===== src/rtl/sff_preset_driver.sv =====
// rtl/sff_preset_driver.sv - initiator for a preset-able 4-bit latch bank with readback check and retry
module sff_preset_driver #(
  parameter int unsigned    SETUP_CYC  = 1,
  parameter int unsigned    PULSE_CYC  = 2,
  parameter int unsigned    HOLD_CYC   = 1,
  parameter int unsigned    MAX_RETRY  = 2,
  parameter logic [3:0]     RESET_CODE = 4'b1101,
  parameter logic [3:0]     SET_CODE   = 4'b0110
) (
  input  logic       clk,
  input  logic       reset_n,
  input  logic       cmd_valid,
  output logic       cmd_ready,
  input  logic [1:0] cmd_op,
  input  logic [3:0] cmd_data,
  output logic       lat_en,
  output logic       lat_reset,
  output logic       lat_set,
  output logic [3:0] lat_cs,
  input  logic [3:0] lat_ns,
  output logic       done,
  output logic       err,
  output logic [3:0] rd_data,
  output logic [3:0] retry_cnt
);

  typedef enum logic [2:0] {IDLE, DRIVE, OPEN, CLOSE, CHECK, RESP} state_t;

  // Counters are loaded with N-1 so a window of N cycles ends when the count reaches zero.
  localparam logic [7:0] SETUP_LD = 8'(SETUP_CYC - 1);
  localparam logic [7:0] PULSE_LD = 8'(PULSE_CYC - 1);
  localparam logic [7:0] HOLD_LD  = 8'(HOLD_CYC - 1);
  localparam logic [3:0] RETRY_MAX = 4'(MAX_RETRY);

  state_t     state;
  logic [7:0] cnt;
  logic [1:0] op;
  logic [3:0] expv;
  logic [3:0] cmd_code;

  // Value the bank is expected to hold once the incoming command has been applied.
  always_comb begin
    cmd_code = cmd_data;
    case (cmd_op)
      2'b01:   cmd_code = RESET_CODE;
      2'b10:   cmd_code = SET_CODE;
      default: cmd_code = cmd_data;
    endcase
  end

  // Command sequencer: drive lines, pulse enable, hold, then verify readback and retry on mismatch.
  always_ff @(posedge clk or negedge reset_n) begin
    if (!reset_n) begin
      state     <= IDLE;
      cnt       <= 8'd0;
      op        <= 2'b00;
      expv      <= 4'd0;
      cmd_ready <= 1'b0;
      lat_en    <= 1'b0;
      lat_reset <= 1'b0;
      lat_set   <= 1'b0;
      lat_cs    <= 4'd0;
      done      <= 1'b0;
      err       <= 1'b0;
      rd_data   <= 4'd0;
      retry_cnt <= 4'd0;
    end else begin
      done <= 1'b0;
      err  <= 1'b0;
      case (state)
        IDLE: begin
          cmd_ready <= 1'b1;
          lat_en    <= 1'b0;
          lat_reset <= 1'b0;
          lat_set   <= 1'b0;
          if (cmd_valid && cmd_ready) begin
            cmd_ready <= 1'b0;
            op        <= cmd_op;
            expv      <= cmd_code;
            retry_cnt <= 4'd0;
            if (cmd_op == 2'b00) begin
              state <= CHECK;
            end else begin
              state     <= DRIVE;
              cnt       <= SETUP_LD;
              lat_cs    <= cmd_code;
              lat_reset <= (cmd_op == 2'b01);
              lat_set   <= (cmd_op == 2'b10);
            end
          end
        end
        DRIVE: begin
          if (cnt == 8'd0) begin
            state  <= OPEN;
            cnt    <= PULSE_LD;
            lat_en <= 1'b1;
          end else begin
            cnt <= cnt - 8'd1;
          end
        end
        OPEN: begin
          if (cnt == 8'd0) begin
            state  <= CLOSE;
            cnt    <= HOLD_LD;
            lat_en <= 1'b0;
          end else begin
            cnt <= cnt - 8'd1;
          end
        end
        CLOSE: begin
          if (cnt == 8'd0) begin
            state <= CHECK;
          end else begin
            cnt <= cnt - 8'd1;
          end
        end
        CHECK: begin
          if (op != 2'b00 && lat_ns != expv && retry_cnt < RETRY_MAX) begin
            // Lines are still driven from the previous attempt, so the retry replays the full window.
            retry_cnt <= retry_cnt + 4'd1;
            state     <= DRIVE;
            cnt       <= SETUP_LD;
          end else begin
            state     <= RESP;
            done      <= 1'b1;
            err       <= (op != 2'b00) && (lat_ns != expv);
            rd_data   <= lat_ns;
            lat_reset <= 1'b0;
            lat_set   <= 1'b0;
          end
        end
        RESP: begin
          state     <= IDLE;
          cmd_ready <= 1'b1;
        end
        default: begin
          state <= IDLE;
        end
      endcase
    end
  end

endmodule


===== config.mk =====
export PLATFORM = sky130hd
export DESIGN_NAME = sff_preset_driver
export DESIGN_NICKNAME = d
export VERILOG_FILES = /design/src/rtl/sff_preset_driver.sv
export SDC_FILE = /design/constraint.sdc
export NUM_CORES = 1
export LEC_CHECK = 0
export CORE_MARGIN = 2
export CORE_UTILIZATION = 25
export CTS_CLUSTER_SIZE = 24
export DETAILED_ROUTE_END_ITERATION = 8
export HOLD_SLACK_MARGIN = 0.02
export PLACE_DENSITY = 0.49
export SYNTH_ARGS = -nofsm -noshare
export SYNTH_HDL_FRONTEND = slang
export SYNTH_SLANG_ARGS = --single-unit

===== constraint.sdc =====
create_clock -name clk -period 3.25 [get_ports clk]
set_input_delay 0.4875 -clock clk [delete_from_list [all_inputs] [get_ports clk]]
set_output_delay 0.4875 -clock clk [all_outputs]
set_load 0.03 [all_outputs]

Word-level counts from Yosys, hierarchy flattened
Cells that the tools add are included.
{ "word_totals": {"regBits": 35, "in_bits": 13, "output_inout_bits": 18, "wordCells": 87} }
{ "classes": {"addsub": 2, "order_cmp": 1, "n_eq_ne": 16, "muxes": 34, "bitwise_logic": 2, "n_reduce_logical": 19} }
{ "ops": {"columns": ["cell", "n"], "rows": [
  ["2-to-1 mux 8 bit", 6],
  ["case mux 8 bit (5 select lines)", 1],
  ["2-to-1 mux 3 bit", 6],
  ["!= test 2 bit (second input constant)", 8],
  ["case mux 4 bit (2 select lines)", 2],
  ["case mux 3 bit (5 select lines)", 1],
  ["2-to-1 mux 1 bit", 12],
  ["AND reduction 3 bit", 3],
  ["logical NOT 8 bit", 1],
  ["2-to-1 mux 4 bit", 2],
  ["subtractor 8 x 1 -> 8 bit (second input constant)", 1],
  ["equality test 3 x 2 -> 1 bit (second input constant)", 2],
  ["equality test 3 bit (second input constant)", 2],
  ["case mux 1 bit (2 select lines)", 3],
  ["AND reduction 2 bit", 3],
  ["nonzero test 2 bit", 3],
  ["AND reduction 5 bit", 1],
  ["nonzero test 5 bit", 1],
  ["adder 4 x 1 -> 4 bit (second input constant)", 1],
  ["less-than comparator 4 x 2 -> 1 bit (second input constant)", 1],
  ["!= test 4 bit", 1],
  ["AND reduction 4 bit", 1],
  ["equality test 3 x 1 -> 1 bit (second input constant)", 1],
  ["logical AND 1 bit", 3],
  ["other kinds (7)", 8]
]} }

Logic depth before layout (Yosys ltp)
{ "depth": {"depth_word": 5, "depth_mapped": 7, "ltp_nobuf": 7} }

Worst setup path after synthesis
Ideal clock, no wire load.
{ "synth_path": {"kind": "register to register", "start": "register cnt[0]", "end": "register cnt[4]", "setup_ns": 0.122, "arrival_ns": 2.137, "required_ns": 3.128, "setup_slack_ns": 0.992, "stages_incl_launch_ff": 8, "n_path_buf": 0, "synth_period_minus_slack_ns": 2.258, "cell_sequence": "dfrtp_1 -> inv_1 -> ha_1 -> or4b_4 -> or2_4 -> maj3_2 -> a311o_1 -> a32o_1"} }
{ "synth_between": {"elab_chain_cells": 3, "elab_cells_between_ends": 8, "classes_between": "add/sub (1); eq/ne (1); mux (4); reduce/logical (2)"} }
{ "synth_rtl": {"columns": ["element", "line", "text"], "rows": [
  ["from (decl)", "36", "logic [7:0] cnt;"],
  ["from (signal assigned)", "98", "cnt <= cnt - 8'd1;"],
  ["from (signal assigned)", "107", "cnt <= cnt - 8'd1;"],
  ["from (signal assigned)", "114", "cnt <= cnt - 8'd1;"],
  ["subtractor 8 x 1 -> 8 bit / logical NOT 8 bit (equally long branches)", null, null],
  ["2-to-1 mux 8 bit, or another cell as far along", "111", "if (cnt == 8'd0) begin"],
  ["case mux 8 bit (5 select lines) / AND reduction 5 bit (equally long branches)", null, null]
]} }
Several ways; a longest one is shown, not always the timed one. The select of a mux whose other input is x is not followed.
A chain may end at the register's enable or synchronous reset.

Worst setup path after layout
{ "layout_path": {"start": "register cnt[0]", "end": "register cnt[0]"} }
The elaborated chain is that of the path after synthesis.

==> impl_metrics.ini <==
[route]
wl_per_cell_um = 12.4
finalWirelength_mm = 3.85
vias = 1392
drt_iter0_drc = 71
route.detailed.drc = 0
firstDrtPassIters = 4
via_per_inst = 4.48
ant_nets = 0

[clocking]
cts_htree_levels = 2
post_cts_resized = 0
post_cts.repair.setup_buffers = 0
cts-root-to-sink-buffers = 2
clk_latency_ns = 0.29
clk_pin_slew_ns = 0.07
cts_inserted_buffers = 5
cts-root-buf = clkbuf_8
cts_tree = yes
holdBufCountCts = 0
cts_sinks = 35

[pwr]
power_density_mw_per_mm2 = 366
leakage_nw = 0.949
peakVddDrop_v = 0.000157

[worst_setup_path]
cp-end-kind = register
worstPathArrival_ns = 2.62
cp-start-kind = register
crit_type = register to register
worstPathRequired_ns = 3.48
crit_fanout = 8

[yosys]
yosys_warnings = 0
synth_edf_count = 0
yosysSeqAreaShare = 0.497
syn_area_per_cell_sq_um = 9.84
synth_commonest_cells = dfrtp_1, nor2_1, nand2_1
ys_types = 39
synth_area_leaders = dfrtp_1, ha_1, o21ai_0
synth.largest_area_cell = dfrtp_1
syn_inst = 179
ys_seq_elements = 35
syn_area_sq_mm = 0.00176
async_reset_ff_frac = 1.00
synth.top_cell.area_share = 0.497
synth_nets = 200
synth.most_common_cell = dfrtp_1
synth-main-ff-cell = dfrtp_1

[global_routing]
grt_pass1_vias = 1408
grt_util_all_layers = 0.113
antenna_found_initial = 0
grt_max_degree = 36
grt_pass1_wl_mm = 6.80
overflow = 0

[timing]
tightest_slew_ns = 0.608
rsz0062_at_grt = no
fin_crit_sh = 0.736
fin_ws_ns = 0.860
period_minus_slack_ns = 2.39
finalHoldViolCount = 0
timing.fmax_ghz = 0.418
setup_viol = 0
finalClockSkew_ns = 0.00520
slew_violations = 0
hold_slack_ns = 0.493
slew_headroom = 0.593
finalSetupTns_ns = 0

[final_layout]
n_antenna_cell = 0
drive_above_1_share = 0.0930
register_area_sq_um = 876
multi_input_area_sq_um = 826
syn_to_final_growth_pct = 29.5
nFillCells = 738
final_nets = 235
fin_cells = 311

[placement]
dpl.hpwl_mm = 2.78
port_buffers = 30
gp_congestion = 0.731
dp.cells = 303
place_ws_ns = 0.687

[outcome]
status = finished clean

[die]
core_area_sq_mm = 0.00679
row_count = 30
die_w_um = 87.9
die_h_um = 87.9
dieArea_sq_mm = 0.00773
initial_core_util = 0.259
ios = 31

[job]
cap_violations = 0

[worst_hold_path]
worstHoldPathType = register to register
[state kept, by name, indices dropped and copies added, names as in the netlist]
register and count:
cnt 8, expv 4, lat_cs 4, rd_data 4, retry_cnt 4, state 3
op 2, cmd_ready 1, done 1, err 1, lat_en 1, lat_reset 1
lat_set 1
[area by class of cell]
type                    count  area share
clock buffers               7      0.0422
flip-flops and latches     35       0.384
clock inverters             1     0.00329
repair buffers             33       0.141
multi-input cells         130       0.362
inverters                   9      0.0148
well taps                  96      0.0526
[worst max-delay path, stage by stage (launching register included)]
cell	delay (ns)
dfrtp_1	0.44
inv_1	0.10
ha_1	0.16
or4b_4	0.48
or2_4	0.27
o211ai_1	0.53
or2_2	0.23
a22o_1	0.13
[routing by layer]
layer  vias up  share of wire  global-route usage
met3         2          0.033              0.0339
met1       657           0.46               0.151
li1        702              -                   -
met5         -              0                   0
met4         0         0.0049              0.0378
met2        31           0.50               0.176
[power by group]
group	switching, mW	internal, mW
Clock	0.166	0.193
Combinational	0.0204	0.0205
Sequential	0	0.435
Total	0.187	0.649
[through the flow]
| step | area, sq um | power (mW) | utilization |
|---|---|---|---|
| after floorplan | 1760 | 0.457 | - |
| after global placement | 2180 | 0.486 | 0.321 |
| after detailed placement | 2180 | 0.486 | 0.321 |
| after CTS | 2280 | 0.851 | 0.336 |
| after global routing | 2280 | 0.875 | 0.336 |
| final | 2280 | 0.835 | 0.336 |
[cells by family after synthesis]
kind of cell               count (synthesis)  synth area share
and+or+nand+nor                           58             0.153
muxes                                      8            0.0483
AOI/OAI and AO/OA                         50             0.180
xor gates and xnor gates                   5            0.0249
buffers and inverters                     14            0.0341
adders and majority gates                  9            0.0632
DFF                                       35             0.497
[placed cells by master, fill, tap and decap left out, drive strengths merged, types with 2 or more instances in the layout]
cell	n
dfrtp	35
clkdlybuf4s50	30
nor2	20
nand2	18
o21ai	17
a21oi	11
inv	9
ha	8
nor3	7
clkbuf	7
xnor2	4
mux2i	4
mux2	4
o31ai	3
nand3	3
buf	3
or3	3
nand3b	2
a211oi	2
a32o	2
o22ai	2
and2	2
a31oi	2
or2	2
[worst paths after layout]
| path | to | slack [ns] | cells after the start | startpoint |
|---|---|---|---|---|
| worst max-delay path | cnt[0] | 0.86 | 7 | cnt[0] |
| worst min-delay path | op[1] | 0.49 | 2 | op[1] |
| worst max register to register | cnt[0] | 0.86 | 7 | cnt[0] |
| worst min register to register | op[1] | 0.49 | 2 | op[1] |
| max in group asynchronous | cnt[1] | 2.32 | 2 | reset_n |
| min in group asynchronous | lat_cs[3] | 0.61 | 2 | reset_n |
No activity file was read; power rests on OpenSTA's default activity.
